<file path="config.mk">
export PLATFORM = sky130hd
export DESIGN_NAME = uart_tx_arbiter_flat
export DESIGN_NICKNAME = d
export VERILOG_FILES = /design/src/rtl/uart_tx_arbiter_if.sv /design/src/rtl/uart_tx_arbiter.sv /design/src/flat_wrapper.sv
export SDC_FILE = /design/constraint.sdc
export NUM_CORES = 1
export LEC_CHECK = 0
export CORE_MARGIN = 2
export CORE_UTILIZATION = 40
export DETAILED_ROUTE_END_ITERATION = 10
export HOLD_SLACK_MARGIN = 0.12
export MAX_ROUTING_LAYER = met4
export PLACE_DENSITY = 0.75
export SLEW_MARGIN = 30
export SYNTH_ARGS = -nofsm -noshare
export SYNTH_HDL_FRONTEND = slang
export SYNTH_SLANG_ARGS = --single-unit
</file>
<file path="constraint.sdc">
create_clock -name clk_50m -period 2.75 [get_ports clk_50m]
set_input_delay 0.6875 -clock clk_50m [delete_from_list [all_inputs] [get_ports clk_50m]]
set_output_delay 0.6875 -clock clk_50m [all_outputs]
set_load 0.03 [all_outputs]
</file>
<file path="src/rtl/uart_tx_arbiter_if.sv">
`default_nettype none
// ============================================================================
// Module   : uart_tx_arbiter_if
// Brief    : Requester and UART handshake bundle for the 4-way TX arbiter.
// Revision : 1.0
// ============================================================================
interface uart_tx_arbiter_if;
    logic [3:0]  req_valid;
    logic [31:0] req_data;
    logic [3:0]  req_last;
    logic [3:0]  req_ready;
    logic        tx_rdy;
    logic        tx_en;
    logic [7:0]  tx_data;
    logic [1:0]  grant_id;
    logic        busy;
    logic        err_timeout;

    // master = requesters plus UART side, slave = the arbiter
    modport master (
        output req_valid, req_data, req_last, tx_rdy,
        input  req_ready, tx_en, tx_data, grant_id, busy, err_timeout
    );

    modport slave (
        input  req_valid, req_data, req_last, tx_rdy,
        output req_ready, tx_en, tx_data, grant_id, busy, err_timeout
    );
endinterface
`default_nettype wire

</file>
<file path="src/rtl/uart_tx_arbiter.sv">
`default_nettype none
// ============================================================================
// Module   : uart_tx_arbiter
// Brief    : Round-robin, packet-locking arbiter feeding four byte sources
//            into one UART transmitter, with a transmit-start timeout.
// Revision : 1.0
// ============================================================================
module uart_tx_arbiter #(
    parameter int TIMEOUT = 1023
) (
    input  wire logic        clk_50m,
    input  wire logic        rst,
    uart_tx_arbiter_if.slave bus
);
    typedef enum logic [1:0] {
        S_IDLE  = 2'd0,
        S_SEND  = 2'd1,
        S_DRAIN = 2'd2
    } state_t;

    localparam logic [9:0] c_TIMEOUT = 10'(TIMEOUT);

    state_t     r_state;
    logic [9:0] r_cnt;
    logic [1:0] r_last_grant;
    logic [1:0] r_lock_id;
    logic       r_locked;
    logic       r_armed;
    logic       r_tx_en;
    logic [7:0] r_tx_data;
    logic [1:0] r_grant_id;
    logic [3:0] r_req_ready;
    logic       r_busy;
    logic       r_err;

    logic [3:0] w_eligible;
    logic [3:0] w_cand;
    logic [1:0] w_winner;
    logic       w_accept;
    logic [7:0] w_byte;

    // Descending scan so the candidate nearest after last_grant is written last.
    always_comb begin
        w_eligible = r_locked ? (4'b0001 << r_lock_id) : 4'b1111;
        w_cand     = bus.req_valid & w_eligible;
        w_winner   = r_last_grant;
        for (int i = 4; i >= 1; i--) begin
            if (w_cand[r_last_grant + 2'(i)]) begin
                w_winner = r_last_grant + 2'(i);
            end
        end
        w_accept = (r_state == S_IDLE) && r_armed && bus.tx_rdy && (|w_cand);
        w_byte   = bus.req_data[{w_winner, 3'b000} +: 8];
    end

    // r_armed holds off acceptance until the second edge after reset release.
    always_ff @(posedge clk_50m or posedge rst) begin
        if (rst) begin
            r_state      <= S_IDLE;
            r_cnt        <= '0;
            r_last_grant <= 2'd3;
            r_lock_id    <= 2'd0;
            r_locked     <= 1'b0;
            r_armed      <= 1'b0;
            r_tx_en      <= 1'b0;
            r_tx_data    <= 8'h00;
            r_grant_id   <= 2'd0;
            r_req_ready  <= 4'b0000;
            r_busy       <= 1'b0;
            r_err        <= 1'b0;
        end else begin
            r_armed     <= 1'b1;
            r_req_ready <= 4'b0000;
            case (r_state)
                S_IDLE: begin
                    if (w_accept) begin
                        r_state      <= S_SEND;
                        r_busy       <= 1'b1;
                        r_tx_en      <= 1'b1;
                        r_tx_data    <= w_byte;
                        r_grant_id   <= w_winner;
                        r_req_ready  <= 4'b0001 << w_winner;
                        r_last_grant <= w_winner;
                        r_locked     <= ~bus.req_last[w_winner];
                        r_lock_id    <= w_winner;
                        r_cnt        <= '0;
                    end
                end
                S_SEND: begin
                    // r_cnt + 1 is the number of SEND cycles elapsed at this edge
                    r_cnt <= r_cnt + 10'd1;
                    if (!bus.tx_rdy) begin
                        r_state <= S_DRAIN;
                        r_tx_en <= 1'b0;
                    end else if (r_cnt + 10'd1 == c_TIMEOUT) begin
                        r_state  <= S_IDLE;
                        r_busy   <= 1'b0;
                        r_tx_en  <= 1'b0;
                        r_err    <= 1'b1;
                        r_locked <= 1'b0;
                    end
                end
                S_DRAIN: begin
                    if (bus.tx_rdy) begin
                        r_state <= S_IDLE;
                        r_busy  <= 1'b0;
                    end
                end
                default: begin
                    r_state <= S_IDLE;
                    r_busy  <= 1'b0;
                    r_tx_en <= 1'b0;
                end
            endcase
        end
    end

    assign bus.req_ready   = r_req_ready;
    assign bus.tx_en       = r_tx_en;
    assign bus.tx_data     = r_tx_data;
    assign bus.grant_id    = r_grant_id;
    assign bus.busy        = r_busy;
    assign bus.err_timeout = r_err;

endmodule
`default_nettype wire

</file>
<file path="src/flat_wrapper.sv">
// flat-port wrapper written by rule: the top's interface ports become plain ports
module uart_tx_arbiter_flat 
#(
    parameter int TIMEOUT = 1023
)
  (clk_50m, rst, bus_req_valid, bus_req_data, bus_req_last, bus_tx_rdy, bus_req_ready, bus_tx_en, bus_tx_data, bus_grant_id, bus_busy, bus_err_timeout);
  uart_tx_arbiter_if bus_i ();
  input  wire logic clk_50m;
  input  wire logic rst;
  input wire logic [$bits(bus_i.req_valid)-1:0] bus_req_valid;
  input wire logic [$bits(bus_i.req_data)-1:0] bus_req_data;
  input wire logic [$bits(bus_i.req_last)-1:0] bus_req_last;
  input wire logic [$bits(bus_i.tx_rdy)-1:0] bus_tx_rdy;
  output wire logic [$bits(bus_i.req_ready)-1:0] bus_req_ready;
  output wire logic [$bits(bus_i.tx_en)-1:0] bus_tx_en;
  output wire logic [$bits(bus_i.tx_data)-1:0] bus_tx_data;
  output wire logic [$bits(bus_i.grant_id)-1:0] bus_grant_id;
  output wire logic [$bits(bus_i.busy)-1:0] bus_busy;
  output wire logic [$bits(bus_i.err_timeout)-1:0] bus_err_timeout;
  assign bus_i.req_valid = bus_req_valid;
  assign bus_i.req_data = bus_req_data;
  assign bus_i.req_last = bus_req_last;
  assign bus_i.tx_rdy = bus_tx_rdy;
  assign bus_req_ready = bus_i.req_ready;
  assign bus_tx_en = bus_i.tx_en;
  assign bus_tx_data = bus_i.tx_data;
  assign bus_grant_id = bus_i.grant_id;
  assign bus_busy = bus_i.busy;
  assign bus_err_timeout = bus_i.err_timeout;
  uart_tx_arbiter #(.TIMEOUT(TIMEOUT)) u_core (.clk_50m(clk_50m), .rst(rst), .bus(bus_i));
endmodule
</file>
==> flow_metrics.env, run 1 <==
export IMPL_outcome="complete, no violations"
export IMPL_track_usage=0.193
export IMPL_grt_max_degree=34
export IMPL_hold_depth=1
export IMPL_synth_edff_count=0
export IMPL_worstReg2RegEnd="u_core.bus.tx_data[2]"
export IMPL_avgSynthCellArea_sq_um=9.37
export IMPL_cts_tree="done"
export IMPL_synth_area_sq_mm=0.00215
export IMPL_routed_wl_mm=5.44
export IMPL_seq_power_share=0.287
export IMPL_fin_setup_tns_ns=0
export IMPL_fin_util=0.584
export IMPL_ys_seq_area_frac=0.386
export IMPL_fin_crit_ns=2.67
export IMPL_r2r_start="u_core.r_last_grant[1]"
export IMPL_clkPwrFrac=0.120
export IMPL_core_area_sq_mm=0.00514
export IMPL_ioPinCount=60
export IMPL_floorplan_initialDensity=0.417
export IMPL_syn_nets=274
export IMPL_ff2ff_path_depth=7
export IMPL_finalSetupViolCount=0
export IMPL_dieHeight_um=77.2
export IMPL_slew_headroom=0.544
export IMPL_root_buffer="clkbuf_8"
export IMPL_critPathMaxFanout=9
export IMPL_critPathKind="input port to register"
export IMPL_numCtsBuffers=5
export IMPL_drt_pass1_iterations=4
export IMPL_hpwl_mm=4.00
export IMPL_hold_viol_final=0
export IMPL_ys_types=54
export IMPL_place_congestion=0.885
export IMPL_cts_buffer_depth=2
export IMPL_max_freq_mhz=375
export IMPL_viasPerCell=5.49
export IMPL_num_vias=2047
export IMPL_drc=0
export IMPL_holdPathEnd="u_core.bus.tx_data[0]"
export IMPL_leakage_nw=1.24
export IMPL_skew_ns=0.00682
export IMPL_nNetsFinal=347
export IMPL_required_ns=2.92
export IMPL_p_sw_frac=0.436
export IMPL_combPwrFrac=0.592
export IMPL_vdd_drop_max_v=0.000480
export IMPL_reg2reg_slack_ns=0.31
export IMPL_critical_path_startpoint_type="input port"
export IMPL_final_area_sq_mm=0.00300
export IMPL_drive_gt1_frac=0.129
export IMPL_hold_buffers=0
export IMPL_hp_class="register to register"
export IMPL_path_clk_slew_ns=0.07
export IMPL_grt_pass1_vias=1953
export IMPL_area_growth_pct=40.0
export IMPL_wl_per_cell_um=14.6
export IMPL_n_antenna_cell=0
export IMPL_first_iter_violations=139
export IMPL_p_per_area_mw_per_mm2=978
export IMPL_antenna_found_initial=0
export IMPL_cap_violations=0
export IMPL_ys_ff_latch=33
export IMPL_clock_latency_ns=0.29
export IMPL_power_internal_mw=1.66
export IMPL_end_kind="register"
export IMPL_rsz0062_at_grt="false"
export IMPL_placementRows=26
export IMPL_clock_sinks=33
export IMPL_grt_overflow=0
export IMPL_yosysWarnings=0
export IMPL_async_flop_share=1.00
export IMPL_drv_slew=0
export IMPL_worstMarginPinSlew_ns=0.682
export IMPL_ys_flop_type="dfrtp_1"
export IMPL_timing_final_ws_setup_ns=0.0845
export IMPL_pre_cts_slack_ns=-0.206
export IMPL_ctsHtreeMaxLevel=2
export IMPL_p_switching_mw=1.28
export IMPL_die_x_um=77.2
export IMPL_grt_pass1_wl_mm=9.09
export IMPL_place_area_sq_mm=0.00289
export IMPL_holdWs_ns=0.512
export IMPL_fin_crit_sh=0.969
export IMPL_port_buffers=59
export IMPL_dieArea_sq_mm=0.00597
export IMPL_cp_data_arrival_time_ns=2.84
export IMPL_drtAntennaViolNets=0
export IMPL_min_from="u_core.bus.tx_data[0]"
export IMPL_syn_inst=229
[through the flow]
stage                     std cells  power, mW
after floorplan                 229       1.98
after global placement          364       2.47
after detailed placement        364       2.50
after CTS                       372       2.86
after global routing            373       3.13
final                           373       2.94
[how the worst max path moves through the flow]
stage | cells past startpoint | to | start
after floorplan | 10 | u_core.bus.tx_data[0] | u_core.bus.grant_id[1]
after global placement | 9 | u_core.bus.tx_data[7] | bus_req_valid[1]
after detailed placement | 8 | u_core.bus.tx_data[1] | bus_req_valid[1]
after CTS | 8 | u_core.bus.tx_data[3] | bus_req_valid[1]
after global routing | 9 | u_core.bus.tx_data[1] | bus_req_valid[1]
final | 7 | u_core.bus.tx_data[2] | bus_req_valid[3]
[cell usage in the layout (no fill, tap or decap), types with 2 or more instances in the layout]
master,instances
nand2_1,15
nor2b_1,3
nand2b_1,4
o21ai_1,4
nand4bb_1,2
a21oi_1,12
o22a_1,8
nand3_1,8
o211a_1,2
dfrtp_1,31
clkinv_2,2
and2_1,4
ha_1,2
nand4b_1,3
o21ai_0,17
buf_4,19
buf_12,2
a21o_1,4
nand4_1,3
nor3b_1,4
nor2_1,19
dfstp_2,2
inv_1,5
a31oi_1,2
a221o_1,9
nor4_1,3
xnor2_1,3
mux2i_1,12
o211ai_1,5
nor3_1,2
o31ai_1,4
clkdlybuf4s50_1,59
clkbuf_8,5
[state kept, by name (all words and copies together) (netlist names), 2 cells and up]
name,flops
u_core.bus.grant_id,2
u_core.bus.req_ready,4
u_core.bus.tx_data,8
u_core.r_cnt,10
u_core.r_last_grant,2
u_core.r_state,2
[final cells by class]
cell class / count / area (sq um)
Tap cell: 70 / 87.6
Fill cell: 490 / 2140
Multi-Input combinational cell: 177 / 1210
Clock inverter: 2 / 10.0
Inverter: 5 / 18.8
Clock buffer: 6 / 72.6
Sequential cell: 33 / 828
Timing Repair Buffer: 80 / 773
[power groups by stage]
| stage | Clock, mW | Sequential, mW | Combinational [mW] |
|---|---|---|---|
| after floorplan | 0 | 0.929 | 1.05 |
| after global placement | 0 | 0.838 | 1.63 |
| after detailed placement | 0 | 0.846 | 1.65 |
| after CTS | 0.363 | 0.840 | 1.66 |
| after global routing | 0.387 | 0.869 | 1.87 |
| final | 0.354 | 0.844 | 1.74 |
[timing repair]
item                                    4_1_cts  5_1_grt
endpoints found under the setup margin        0        8
gates resized for setup                       0        2
setup buffers                                 0        1
[synthesized netlist by cell type (4+ instances only)]
library cell,n,area (sq um)
a21o_1,4,30.0
a21oi_1,12,60.1
a221o_1,9,90.1
and2_1,4,25.0
buf_2,6,30.0
dfrtp_1,31,776
inv_1,5,18.8
mux2i_1,12,120
nand2_1,15,56.3
nand2b_1,4,25.0
nand3_1,8,40.0
nor2_1,19,71.3
nor3b_1,4,30.0
o211ai_1,5,37.5
o21ai_0,17,85.1
o21ai_1,5,25.0
o22a_1,8,70.1
o31ai_1,5,37.5
[kinds of logic after synthesis]
kind of cell | count (synthesis) | share of synthesized area
other | 1 | 0.00175
and+or+nand+nor | 76 | 0.192
adders and majority gates | 2 | 0.0117
muxes | 13 | 0.0665
buffers and inverters | 19 | 0.0525
xor gates and xnor gates | 4 | 0.0163
AOI/OAI and AO/OA | 81 | 0.273
DFF | 33 | 0.386
[layer usage]
layer / vias to the layer above / routed length, um / GRT usage / part of all wire
met5: - / 0 / - / 0
met4: 0 / 66 / 0.0518 / 0.012
met3: 7 / 324 / 0.0494 / 0.060
met2: 69 / 2610 / 0.303 / 0.48
met1: 959 / 2440 / 0.249 / 0.45
li1: 1012 / - / - / -
[worst max-delay path, stage by stage]
cell and delay (ns):
clkdlybuf4s50_1 0.56, mux2i_1 0.09, o211ai_1 0.41, o31ai_2 0.15, a32o_1 0.34, a221o_1 0.41
o22a_1 0.18
Power figures use the tool's default switching activity.
==> inputs of run 2 (changes only) <==
--- a/config.mk
+++ b/config.mk
@@ -5,6 +5,7 @@
 export SDC_FILE = /design/constraint.sdc
 export NUM_CORES = 1
 export LEC_CHECK = 0
+export CORE_ASPECT_RATIO = 1.75
 export CORE_MARGIN = 2
 export CORE_UTILIZATION = 40
 export DETAILED_ROUTE_END_ITERATION = 10
==> run 2 against run 1 <==
Clock-buffer cell count grew 1. Fmax grew 0.60%. First-iteration DRC count shrank 10%. Clock power grew 37%. Die area grew 0.39%. Cell count shrank 3.2%. Via count grew 2.5%. Critical path type unchanged. Largest power group unchanged.
==> flow_metrics.env, run 2 (synthesis gave the netlist of run 1 again) <==
export IMPL_n_antenna_cell=0
export IMPL_clkPwrFrac=0.156
export IMPL_combPwrFrac=0.571
export IMPL_wl_per_cell_um=16.6
export IMPL_clock_latency_ns=0.29
export IMPL_hold_viol_final=0
export IMPL_num_vias=2099
export IMPL_port_buffers=59
export IMPL_fin_setup_tns_ns=0
export IMPL_vdd_drop_max_v=0.000468
export IMPL_max_freq_mhz=377
export IMPL_final_common_cell="clkdlybuf4s50_1"
export IMPL_cts_tree="done"
export IMPL_seq_power_share=0.273
export IMPL_leakage_nw=1.27
export IMPL_worstReg2RegEnd="u_core.bus.tx_data[4]"
export IMPL_grt_pass1_vias=2172
export IMPL_drt_pass1_iterations=4
export IMPL_routed_wl_mm=6.00
export IMPL_p_sw_frac=0.420
export IMPL_critical_path_startpoint_type="input port"
export IMPL_p_switching_mw=1.31
export IMPL_cap_violations=0
export IMPL_track_usage=0.226
export IMPL_viasPerCell=5.81
export IMPL_critPathKind="input port to register"
export IMPL_dieArea_sq_mm=0.00599
export IMPL_rsz0062_at_grt="false"
export IMPL_nNetsFinal=350
export IMPL_die_x_um=59.4
export IMPL_grt_overflow=0
export IMPL_numCtsBuffers=5
export IMPL_outcome="complete, no violations"
export IMPL_antenna_found_initial=0
export IMPL_drv_slew=0
export IMPL_holdWs_ns=0.512
export IMPL_r2r_start="u_core.r_last_grant[1]"
export IMPL_finalSetupViolCount=0
export IMPL_grt_pass1_wl_mm=10.0
export IMPL_cp_data_arrival_time_ns=2.83
export IMPL_path_clk_slew_ns=0.07
export IMPL_drtAntennaViolNets=0
export IMPL_required_ns=2.93
export IMPL_min_from="u_core.bus.err_timeout"
export IMPL_reg2reg_slack_ns=0.35
export IMPL_slew_headroom=0.588
export IMPL_cts_buffer_depth=2
export IMPL_power_internal_mw=1.80
export IMPL_dieHeight_um=101
export IMPL_placementRows=35
export IMPL_grt_max_degree=34
export IMPL_fin_crit_ns=2.65
export IMPL_ff2ff_path_depth=8
export IMPL_critPathMaxFanout=9
export IMPL_worstMarginPinSlew_ns=0.617
export IMPL_fin_crit_sh=0.964
export IMPL_clock_sinks=33
export IMPL_regMostFlops="u_core.r_cnt"
export IMPL_ctsHtreeMaxLevel=2
export IMPL_layout_common_cells="59 x clkdlybuf4s50_1, 31 x dfrtp_1, 21 x buf_4"
export IMPL_end_kind="register"
export IMPL_ioPinCount=60
export IMPL_area_growth_pct=41.9
export IMPL_pre_cts_slack_ns=-0.235
export IMPL_hpwl_mm=4.45
export IMPL_place_congestion=0.925
export IMPL_fill_cells=489
export IMPL_first_iter_violations=125
export IMPL_p_per_area_mw_per_mm2=1020
export IMPL_skew_ns=0.00863
export IMPL_hold_depth=1
export IMPL_core_area_sq_mm=0.00521
export IMPL_drc=0
export IMPL_largest_register_ffs=10
export IMPL_holdPathEnd="u_core.bus.err_timeout"
export IMPL_hp_class="register to register"
export IMPL_floorplan_initialDensity=0.412
export IMPL_drive_gt1_frac=0.137
export IMPL_timing_final_ws_setup_ns=0.100
export IMPL_root_buffer="clkbuf_8"
-- run 2: changes by cell type in the layout (fill, tap and decap cells not counted), sizes merged --
cell | before | now
bufinv | 0 | 1
clkbuf | 6 | 7
buf | 21 | 24
clkinv | 2 | 0
-- run 2: cell type report --
class / instances / area [sq um] / area share
Inverter: 5 / 18.8 / 0.00616
Multi-Input combinational cell: 177 / 1210 / 0.399
Timing Repair Buffer: 83 / 800 / 0.263
Clock inverter: 1 / 30.0 / 0.00986
Clock buffer: 7 / 86.3 / 0.0283
Tap cell: 55 / 68.8 / 0.0226
Sequential cell: 33 / 828 / 0.272
-- run 2: metrics by stage --
step | cell area, sq um | std cells | utilization | total power [mW]
final | 3050 | 361 | 0.584 | 3.11
after global placement | 2900 | 352 | 0.556 | 2.52
after floorplan | 2150 | 229 | - | 1.98
after detailed placement | 2900 | 352 | 0.556 | 2.55
after global routing | 3050 | 361 | 0.584 | 3.32
after CTS | 3010 | 360 | 0.578 | 3.05
-- run 2: layer usage --
| layer | vias up | track usage | wire, um |
|---|---|---|---|
| met2 | 55 | 0.383 | 3390 |
| met1 | 1017 | 0.253 | 2280 |
| met4 | 0 | 0.105 | 130 |
| met5 | - | - | 0 |
| met3 | 10 | 0.0347 | 210 |
| li1 | 1017 | - | - |
-- run 2: critical path: stages --
cell	delay, ns
clkdlybuf4s50_1	0.55
or3b_1	0.45
nand3_2	0.11
mux2i_1	0.07
a32o_1	0.38
a221o_1	0.39
o22a_1	0.19
-- run 2: worst max path at each step --
stage,start,to,slack (ns),cells past startpoint
4_1_cts,bus_req_valid[0],u_core.bus.req_ready[0],0.06,7
3_3_place_gp,bus_req_valid[3],u_core.bus.tx_data[2],-0.19,7
6_report,bus_req_valid[3],u_core.bus.tx_data[4],0.10,7
2_1_floorplan,u_core.bus.grant_id[1],u_core.bus.tx_data[0],0.35,10
3_5_place_dp,bus_req_valid[0],u_core.bus.tx_data[1],-0.24,8
5_1_grt,bus_req_valid[3],u_core.bus.tx_data[7],0.009,7
-- run 2: timing repair --
item / in CTS / in global routing
setup endpoints to repair: 0 / 10
buffers inserted: 0 / 1
hold buffers: 0 / 0
resized for setup: 0 / 3
-- run 2: power groups by stage --
| stage | Sequential (mW) | Clock (mW) | Combinational (mW) |
|---|---|---|---|
| floorplan | 0.929 | 0 | 1.05 |
| global placement | 0.848 | 0 | 1.68 |
| detailed placement | 0.856 | 0 | 1.69 |
| CTS | 0.847 | 0.498 | 1.70 |
| global route | 0.882 | 0.520 | 1.92 |
| finish | 0.850 | 0.485 | 1.77 |
==> inputs of run 3 (changes only) <==
==> constraint.sdc (replaced) <==
create_clock -name clk_50m -period 2.5 [get_ports clk_50m]
set_input_delay 0.625 -clock clk_50m [delete_from_list [all_inputs] [get_ports clk_50m]]
set_output_delay 0.625 -clock clk_50m [all_outputs]
set_load 0.1 [all_outputs]
==> run 3 against run 2 <==
Highest routed layer unchanged. Flip-flop and latch count unchanged. Sequential power is 8.2% higher. Clock power is 20% lower. Wire length is 4.1% higher. Clock skew shrank 0.0050 ns. Register-to-register slack lost 0.20 ns. Critical endpoint unchanged. Core utilization rose by 1.3 points. Total power is 30% higher. Non-clock buffer count rose by 13.
==> flow_metrics.env, run 3 (synthesis gave the netlist of run 1 again) <==
export IMPL_area_growth_pct=45.2
export IMPL_fin_setup_tns_ns=0
export IMPL_crit_start="u_core.r_last_grant[1]"
export IMPL_drv_slew=0
export IMPL_leakage_nw=1.36
export IMPL_p_per_area_mw_per_mm2=1300
export IMPL_root_buffer="clkbuf_8"
export IMPL_cts_tree="done"
export IMPL_fin_util=0.598
export IMPL_nNetsFinal=363
export IMPL_dieArea_sq_mm=0.00599
export IMPL_critical_path_startpoint_type="register"
export IMPL_numCtsBuffers=5
export IMPL_path_common_cell="mux2i_1"
export IMPL_r2r_start="u_core.r_last_grant[1]"
export IMPL_placementRows=35
export IMPL_path_clk_slew_ns=0.07
export IMPL_cp_data_arrival_time_ns=2.52
export IMPL_fin_crit_sh=0.940
export IMPL_path_delay_family="compound AO/OA/AOI/OAI gates"
export IMPL_dieHeight_um=101
export IMPL_pre_cts_slack_ns=-0.454
export IMPL_drive_gt1_frac=0.248
export IMPL_num_vias=2162
export IMPL_clock_sinks=33
export IMPL_rsz0062_at_grt="false"
export IMPL_place_area_sq_mm=0.00292
export IMPL_viasPerCell=5.78
export IMPL_n_antenna_cell=0
export IMPL_critPathKind="register to register"
export IMPL_floorplan_initialDensity=0.412
export IMPL_cp_num_buf_inv=2
export IMPL_critical_path_max_stage_delay_ns=0.62
export IMPL_timing_final_ws_setup_ns=0.151
export IMPL_holdWs_ns=0.511
export IMPL_cp_slowest_cell="dfstp_2"
export IMPL_cap_violations=0
export IMPL_p_total_mw=4.04
export IMPL_ctsHtreeMaxLevel=2
export IMPL_routed_wl_mm=6.25
export IMPL_hold_viol_final=0
export IMPL_final_common_cell="buf_4"
export IMPL_critPathMaxFanout=7
export IMPL_port_buffers=59
export IMPL_largest_register_ffs=10
export IMPL_track_usage=0.224
export IMPL_placed_cells=361
export IMPL_required_ns=2.68
export IMPL_final_area_sq_mm=0.00312
export IMPL_drtAntennaViolNets=0
export IMPL_place_congestion=0.905
export IMPL_core_area_sq_mm=0.00521
export IMPL_grt_overflow=0
export IMPL_grt_pass1_wl_mm=10.1
export IMPL_crit_chain="mux2i_1, o211ai_1, buf_4, o2bb2ai_2, o31ai_4, clkbuf_16, mux2i_1, nor2_1, o22a_1"
export IMPL_regMostFlops="u_core.r_cnt"
export IMPL_skew_ns=0.00361
export IMPL_hp_class="register to register"
export IMPL_fin_crit_ns=2.35
export IMPL_min_from="u_core.bus.tx_data[5]"
export IMPL_die_x_um=59.4
export IMPL_grt_pass1_vias=2164
export IMPL_layout_common_cells="49 x buf_4, 38 x clkdlybuf4s50_1, 29 x dfrtp_1"
export IMPL_cts_buffer_depth=2
export IMPL_antenna_found_initial=0
export IMPL_wl_per_cell_um=16.7
export IMPL_stdcell_count=374
export IMPL_first_iter_violations=93
export IMPL_hpwl_mm=4.53
export IMPL_drt_pass1_iterations=4
export IMPL_finalSetupViolCount=0
export IMPL_clock_latency_ns=0.28
export IMPL_drc=0
export IMPL_max_freq_mhz=426
export IMPL_hold_buffers=0
export IMPL_ioPinCount=60
export IMPL_vdd_drop_max_v=0.000422
export IMPL_end_kind="register"
export IMPL_grt_max_degree=34
export IMPL_outcome="complete, no violations"
-- run 3: report_power, final --
group          internal, mW  switching, mW  leakage (nW)
registers             0.722          0.199         0.408
clock network         0.193          0.194        0.0450
logic                  1.05           1.68         0.907
total                  1.96           2.07          1.36
-- run 3: worst register-to-register path, delay by kind of cell (launching register included) --
kind	cells	cell delay (ns)
compound gates	4	0.76
buf+inv	2	0.42
flops	1	0.62
mux	2	0.39
simple gates	1	0.06
-- run 3: worst paths after layout --
path / slack, ns / depth (start not counted) / endpoint
setup / recovery: 0.15 / 9 / u_core.bus.tx_data[4]
hold / removal: 0.51 / 1 / u_core.bus.tx_data[5]
setup reg to reg: 0.15 / 9 / u_core.bus.tx_data[4]
hold reg to reg: 0.51 / 1 / u_core.bus.tx_data[5]
max in group asynchronous: 1.43 / 3 / u_core.bus.grant_id[1]
min in group asynchronous: 0.73 / 3 / u_core.bus.tx_data[2]
-- run 3: area by class of cell --
class	count	area, sq um
fillers	451	2100
clock buffers	6	72.6
well taps	55	68.8
repair buffers	96	866
flip-flops and latches	33	836
inverters	5	18.8
multi-input cells	177	1240
clock inverters	2	10.0
-- run 3: layer usage --
| layer | up-vias | track usage | wire length, um |
|---|---|---|---|
| met5 | - | - | 0 |
| met4 | 0 | 0.0909 | 191 |
| met3 | 14 | 0.0359 | 227 |
| met2 | 58 | 0.387 | 3510 |
| met1 | 1048 | 0.249 | 2320 |
| li1 | 1042 | - | - |
-- run 3: repair_timing --
| item | in CTS | in global routing |
|---|---|---|
| setup buffers | 3 | 0 |
| gates cloned | 1 | 1 |
| endpoints found under the setup margin | 11 | 15 |
| gates resized for setup | 13 | 4 |
| pin swaps | 4 | 5 |
